===== config.mk =====
export PLATFORM = sky130hd
export DESIGN_NAME = seven_segment_mux
export DESIGN_NICKNAME = d
export VERILOG_FILES = /design/src/rtl/seven_seg_pkg.sv /design/src/rtl/seven_segment.sv /design/src/rtl/seven_segment_mux.sv
export SDC_FILE = /design/constraint.sdc
export NUM_CORES = 1
export LEC_CHECK = 0
export ABC_AREA = 1
export BUFFER_PORTS_ARGS = -buffer_cell sky130_fd_sc_hd__clkbuf_2
export CORE_AREA = 2 2 60 62
export CTS_CLUSTER_DIAMETER = 150
export DETAILED_ROUTE_END_ITERATION = 6
export DIE_AREA = 0 0 62 64
export GPL_ROUTABILITY_DRIVEN = 0
export HOLD_SLACK_MARGIN = 0.02
export PLACE_DENSITY = 0.82
export SKIP_LAST_GASP = 1
export SYNTH_ARGS = -nofsm -noshare
export SYNTH_HDL_FRONTEND = slang
export SYNTH_HIERARCHICAL = 1
export SYNTH_SLANG_ARGS = --single-unit

===== constraint.sdc =====
create_clock -name clk -period 2 [get_ports clk]
set_clock_uncertainty 0.1 [all_clocks]
set_input_delay 0.1 -clock clk [delete_from_list [all_inputs] [get_ports clk]]
set_output_delay 0.1 -clock clk [all_outputs]
set_load 0.01 [all_outputs]

===== src/rtl/seven_seg_pkg.sv =====
// Shared constants and types for the multiplexed seven-segment display driver.
// All display constants are active-low: a 1 bit means the LED or digit is off.
package seven_seg_pkg;

  typedef logic [3:0] nibble_t;

  localparam logic [7:0] SEG_OFF   = 8'hFF;
  localparam logic [3:0] ANODE_OFF = 4'b1111;

  // One-cold anode enables, indexed by digit number (digit 0 is rightmost).
  localparam logic [3:0] ANODE_SEL [4] = '{4'b1110, 4'b1101, 4'b1011, 4'b0111};

endpackage


===== src/rtl/seven_segment.sv =====
// Combinational hex-to-seven-segment decoder, active-low outputs, bit 0 = segment a.
// Letters b and d are shown in lower case so they stay distinct from 8 and 0.
module seven_segment
  import seven_seg_pkg::*;
(
  input  nibble_t    data,
  output logic [6:0] segment
);

  always_comb begin
    segment = 7'h7F;
    case (data)
      4'h0: segment = 7'h40;
      4'h1: segment = 7'h79;
      4'h2: segment = 7'h24;
      4'h3: segment = 7'h30;
      4'h4: segment = 7'h19;
      4'h5: segment = 7'h12;
      4'h6: segment = 7'h02;
      4'h7: segment = 7'h78;
      4'h8: segment = 7'h00;
      4'h9: segment = 7'h10;
      4'hA: segment = 7'h08;
      4'hB: segment = 7'h03;
      4'hC: segment = 7'h46;
      4'hD: segment = 7'h21;
      4'hE: segment = 7'h06;
      4'hF: segment = 7'h0E;
      default: segment = 7'h7F;
    endcase
  end

endmodule


===== src/rtl/seven_segment_mux.sv =====
// Four-digit time-multiplexed driver for a common-anode seven-segment display.
// The top two bits of a free-running refresh counter choose the digit; the outputs are registered.
module seven_segment_mux
  import seven_seg_pkg::*;
#(
  parameter int COUNT_BITS = 17
) (
  input  logic        clk,
  input  logic        reset,
  input  logic [15:0] data,
  input  logic [3:0]  blank,
  input  logic [3:0]  dp,
  output logic [7:0]  segment,
  output logic [3:0]  anode,
  output logic        frame_tick
);

  logic [COUNT_BITS-1:0] counter_reg;
  logic [1:0]            sel;
  nibble_t               nibble;
  logic [6:0]            glyph;
  logic [7:0]            segment_next;
  logic [3:0]            anode_next;
  logic [7:0]            segment_reg;
  logic [3:0]            anode_reg;
  logic                  wrap_reg;
  logic                  frame_tick_reg;

  assign sel    = counter_reg[COUNT_BITS-1 -: 2];
  assign nibble = data[{sel, 2'b00} +: 4];

  seven_segment decoder (
    .data    (nibble),
    .segment (glyph)
  );

  always_comb begin
    segment_next = {~dp[sel], glyph};
    anode_next   = ANODE_SEL[sel];
    if (blank[sel]) begin
      segment_next = SEG_OFF;
      anode_next   = ANODE_OFF;
    end
  end

  // wrap_reg marks the cycle in which the counter sits at 0 after a real wrap, so the
  // tick lands with the first registered digit-0 output and never fires straight out of reset.
  always_ff @(posedge clk or posedge reset) begin
    if (reset) begin
      counter_reg    <= '0;
      segment_reg    <= SEG_OFF;
      anode_reg      <= ANODE_OFF;
      wrap_reg       <= 1'b0;
      frame_tick_reg <= 1'b0;
    end else begin
      counter_reg    <= counter_reg + COUNT_BITS'(1);
      segment_reg    <= segment_next;
      anode_reg      <= anode_next;
      wrap_reg       <= (counter_reg == '1);
      frame_tick_reg <= wrap_reg;
    end
  end

  assign segment    = segment_reg;
  assign anode      = anode_reg;
  assign frame_tick = frame_tick_reg;

endmodule


# --- After elaboration in Yosys (flattened, before gate mapping) ---
# Memory sizes are Yosys's and may differ from the RTL's.
# Cells that the tools add are included.
totals:
  mem_count: 1
  romBits: 112
  word_cells: 22
  out_inout_bits: 13
  in_bits: 26
  ff_bits: 31
memory_table:
  columns: ["memory", "depth", "word_bits", "read_ports", "rd_clocked_by_memory_dff", "write_ports", "line", "source"]
  rows:
  - ["(no name shown)", 16, 7, 1, 0, 0, "seven_segment.sv:12", "case (data)"]
classes:
  n_mux: 9
  add_sub_neg: 1
  shifts: 1
  eq_ne: 1
  bitwise_logic: 2
  order_cmp: 2
op_table:
  columns: ["op", "count"]
  rows:
  - ["17-bit by 1-bit adder with 17-bit output (second input constant)", 1]
  - ["17-bit == test (second input constant)", 1]
  - ["16-bit by 5-bit indexed part select with 4-bit output", 1]
  - ["4-bit two-way mux", 3]
  - ["4-bit binary-select mux with 2-bit select", 1]
  - ["8-bit two-way mux", 1]
  - ["1-bit binary-select mux with 2-bit select", 2]
  - ["3-bit greater-or-equal comparator (second input constant)", 1]
  - ["2-bit by 3-bit < comparator with 1-bit output (second input constant)", 1]
  - ["2-bit NOT with 3-bit output", 1]
  - ["1-bit two-way mux", 2]
  - ["1-bit NOT", 1]

# --- Depth between registers and ports, before layout ---
logic_depth:
  ltp_word: 5
  mapped_depth: 13
  ltp_nobuf: 13

# --- Hierarchy ---
# The synthesis kept the hierarchy.
by_module_without_submodules:
  columns: ["module", "cells_each", "seq_area_each_um2", "n_inst", "area_per_inst_um2"]
  rows:
  - ["seven_segment_mux", 164, 790.8, 1, 1426.4]
  - ["seven_segment", 49, 0.0, 1, 274.0]

# --- Worst setup path before layout ---
# No wires, ideal clock.
synth_timing:
  path_type: "register to register"
  startpoint: "register counter_reg[15]"
  endpoint: "register segment_reg[3], in the netlist segment[3]"
  t_required_ps: 1840
  t_arrival_ps: 1634
  period_less_slack_ps: 1794
  stages_incl_launch_ff: 13
  setup_slack_ps: 206
  setup_ps: 60
  path_buffers: 1
  cell_sequence: "dfrtp_1 buf_6 nand2_1 inv_1 a22oi_1 nand3_1 inv_1 ha_1 nand2_1 nand3_1 nand2_1 inv_1 nand2_1"
synth_between:
  elab_chain_len: 3
  elab_cells_between_ends: 5
  classes_between: "shift: 1; mux: 3; memory: 1"
synth_lines:
  columns: ["item", "line", "source"]
  rows:
  - ["from (decl)", "seven_segment_mux.sv:18", "logic [COUNT_BITS-1:0] counter_reg;"]
  - ["from (signal assigned)", "seven_segment_mux.sv:56", "counter_reg <= counter_reg + COUNT_BITS'(1);"]
  - ["16-bit by 5-bit indexed part select with 4-bit output", "seven_segment_mux.sv:30", "assign nibble = data[{sel, 2'b00} +: 4];"]
  - ["via nibble[1]", "seven_segment_mux.sv:20", "nibble_t nibble;"]
  - ["memory read 16 x 7 bit", null, null]
  - ["via glyph[3]", "seven_segment_mux.sv:21", "logic [6:0] glyph;"]
  - ["8-bit two-way mux", "seven_segment_mux.sv:40", "if (blank[sel]) begin"]
  - ["via segment_next[3]", "seven_segment_mux.sv:22", "logic [7:0] segment_next;"]
  - ["to (signal assigned)", "seven_segment_mux.sv:57", "segment_reg <= segment_next;"]
  - ["to (decl)", "seven_segment_mux.sv:24", "logic [7:0] segment_reg;"]
# The timed path passes the listed nets, and every way through them passes these cells. The select of a mux whose other input is x is not followed.

# --- Final worst setup path ---
# Same ends and word-level chain as after synthesis.

==> metrics.log <==
[metrics] proportion of total power due to net switching: a little over a quarter
[metrics] placed standard-cell area: between 1500 and 2000 um^2
[metrics] relative contribution of sequential cells to total power: about 57%
[metrics] startpoint of the lowest-slack register-to-register path: counter_reg[15]
[metrics] antenna diode instance count: 0
[metrics] number of library cell types mapped by synthesis: 22
[metrics] flip-flop and latch count after synthesis: 31
[metrics] total clock buffers created by CTS: 5
[metrics] most repeated library cell on the critical path: nand2_1
[metrics] portion of synthesized cell area occupied by the leading cell type: 28.0%
[metrics] Worst EP required: 2.19 ns
[metrics] Post-route DRC: 0
[metrics] Clk pin slew, worst setup/hold paths: about 0.10 ns
[metrics] setup repair after global routing missed its margin: false
[metrics] Post-synth EDFFs: 0
[metrics] FF-to-FF path depth: 11
[metrics] Primary FF master, synth: dfrtp_1
[metrics] I/O Buffers: 38
[metrics] net switching component of the power: 0.305 mW
[metrics] H-tree depth: 2
[metrics] die outline width: 62 um
[metrics] top cell type by total area after synthesis: dfrtp_1
[metrics] area added between synthesis and finish: 22.7%
[metrics] result of the run: completed
[metrics] relative max-transition margin: 70.2%
[metrics] count of clock tree sinks: 31
[metrics] max incr delay on CP: between 0.4 and 0.5 ns
[metrics] Power Density: roughly 550 nW/um^2
[metrics] number of antenna violations at the first check in global routing: 0
[metrics] HPWL reported at the end of detailed placement: approximately 2.4 mm
[metrics] power share of the combinational group: between 10% and 20%
[metrics] worst hold path startpoint: blank[0]
[metrics] Top Ports: 39
[metrics] post-layout util: 63.5%
[metrics] Largest register FFs: 17
[metrics] worst hold path cell count: 5
[metrics] Nets: 301
[metrics] library cell contributing the largest single delay on the critical path: dfrtp_2
[metrics] startpoint type of the worst setup path: flip-flop
[metrics] standard-cell rows: 21
[metrics] top cells by instance count after synthesis: nand2_1 (80), inv_1 (26), dfrtp_1 (19), nand3_1 (19), nor2_1 (13)
[metrics] Detail Route Antenna Nets: 0
[metrics] internal cell power: about 0.85 mW
[metrics] Syn Inst Count: approximately 210
[metrics] Lkg Pwr: 1.09 nW
[metrics] Worst Hold Path EP: segment[0]
[metrics] maximum capacitance violations: 0
[metrics] total die area: around 4000 um^2
[metrics] number of global-route vias before repair: 1408
[metrics] total wire length: 3.33 mm
[metrics] per-cell routed wire length: between 10 and 15 um
[metrics] share of post-route cells with drive strength above 1: 30.3%
[metrics] most frequently used cell type in the post-synthesis netlist: nand2_1
[metrics] design area: ~2100 um^2
[metrics] ratio of final minimum period to clock period: 91.3%
[metrics] number of fill cells: approximately 270
[metrics] Starting DRT DRC Count: 60
[metrics] top achievable clock speed: 548 MHz
[metrics] synthesis warning total: 6
[metrics] number of vias in the routed layout: approximately 1500
[metrics] Synth Net Count: 248
[metrics] Synth Cell Area: roughly 1700 um^2
[metrics] worst path cell trace: nand2_1, inv_2, a22oi_1, nand3_1, inv_1, ha_1, nand2_1, nand3_1, nand2_1, inv_1, nand2_1
[metrics] placeable core region: 3280 um^2
[metrics] count of non-filler cells in the finished layout: 313
[metrics] die boundary height: 64 um
[metrics] type of the tightest min-delay check: primary input to flip-flop
[metrics] total grt overflow: 0
[metrics] initial cell density of the core: 51.8%
[metrics] total negative slack: 0 ns
[metrics] cell count after placement: 298
[metrics] clock tree from TritonCTS: yes
[metrics] flop-to-flop setup slack: 0.17 ns
[metrics] Worst IR Drop VDD: 0.304 mV
[metrics] hold violation total from the final report: 0
[metrics] global-route wire length before repair: 5.80 mm
[metrics] all-layer global routing usage: 19.6%
[metrics] proportion of power drawn by the clock network: between 30 and 40%
[metrics] classification of the worst setup path: flip-flop to flip-flop
[metrics] critical path fanouts, max: 6
[metrics] worst-case clock buffer depth: 2
[metrics] mean cell area of the mapped netlist: about 8 um^2
[metrics] top cells by area in the synthesized netlist: dfrtp_1 (28%), dfstp_2 (19%), nand2_1 (18%)
[metrics] post-layout min period: ~1.8 ns
[metrics] final count of pins violating max slew: 0
[metrics] worst skew pair latency: roughly 0.34 ns
[metrics] async set-reset flop share out of synthesis: 100%
[metrics] TritonRoute pass-1 iters: 4
[metrics] final count of negative-setup-slack endpoints: 0
[metrics] transition at the pin with the smallest max-transition slack: roughly 0.45 ns
[metrics] endpoint of the lowest-slack register-to-register path: segment[3]
[metrics] per-cell via count in the routed design: 4.84
[metrics] worst path arrival time: slightly above 2 ns
[metrics] proportion of synthesized chip area in sequential cells: 46.5%
[metrics] CTS root buffer: clkbuf_4
[metrics] cell family with most CP delay: simple AND/OR/NAND/NOR gates
[metrics] WP buf/inv: 3
[metrics] kind of end point of the critical path: flip-flop
[metrics] largest net degree at the start of global routing: 32
[power groups by stage]
stage                     Clock (mW)  Combinational (mW)  Sequential (mW)
after floorplan                    0              0.0709            0.672
after global placement             0               0.127            0.664
after detailed placement           0               0.130            0.665
after CTS                      0.369               0.136            0.653
after global routing           0.392               0.161            0.655
final                          0.359               0.139            0.653
[what timing repair did]
action                     in CTS  in global routing
gates resized for setup         0                  9
hold endpoints to repair       33                  0
setup endpoints to repair       0                  7
buffers inserted                0                  3
hold buffers                    4                  0
[layer usage]
metal	wire length (um)	global-route usage [%]
met1	1440	25.2
met2	1660	29.7
met3	168	4.86
met5	0	0
met4	59	10.1
[worst max-delay path by stage]
| stage | startpoint | to | slack [ns] | cells past startpoint |
|---|---|---|---|---|
| floorplan | counter_reg[15] | segment[3] | 0.21 | 12 |
| global placement | counter_reg[15] | segment[3] | 0.12 | 11 |
| detailed placement | counter_reg[15] | segment[3] | 0.06 | 11 |
| CTS | counter_reg[15] | segment[3] | 0.04 | 11 |
| global route | counter_reg[15] | segment[3] | 0.007 | 12 |
| finish | counter_reg[15] | segment[3] | 0.17 | 11 |
[area by class of cell]
cell class | count | area, um^2 | area share [%]
timing repair buffer | 50 | 290 | 13.9
tap | 46 | 57.6 | 2.76
sequential | 31 | 793 | 38.0
clock inverter | 2 | 12.5 | 0.600
inverter | 28 | 108 | 5.16
multi-input combinational | 150 | 783 | 37.6
clock buffer | 6 | 41.3 | 1.98
[cell families (layout without fill, tap and decap cells)]
logic type               Yosys count  in the layout  share of synthesized area (%)
AND/OR/NAND/NOR                  123            123                           30.5
buffers and inverters             32             86                           8.46
flip-flops                        31             31                           46.5
AO/OA/AOI/OAI                     10             10                           3.83
adder cells (fa/ha/maj)            9              9                           6.62
XOR/XNOR                           8              8                           4.12
[tightest hold or removal path, stage by stage]
cell and delay [ns]:
clkbuf_2 0.08, nand2_1 0.05, o21ai_2 0.06, nor2_2 0.09, nand2_1 0.07
[cells in the final DEF (no fill, tap or decap), drive strengths merged, types with 5 or more instances in the layout]
cell / Yosys / layout
nand3: 19 / 19
nor2: 17 / 17
dfstp: 12 / 12
buf: 4 / 8
nand2: 80 / 80
inv: 28 / 28
nand4: 5 / 5
clkbuf: 0 / 44
dfrtp: 19 / 19
o21ai: 6 / 6
ha: 9 / 9
[through the flow]
step                hold slack (ns)  power (mW)  setup WS, ns
floorplan                    0.0946       0.743         0.206
global placement             0.0778       0.792         0.122
detailed placement           0.0766       0.794        0.0607
CTS                          0.0442        1.16        0.0355
global route                 0.0849        1.21       0.00698
finish                       0.0495        1.15         0.174
Note: power is estimated with default switching activity, not from simulation.
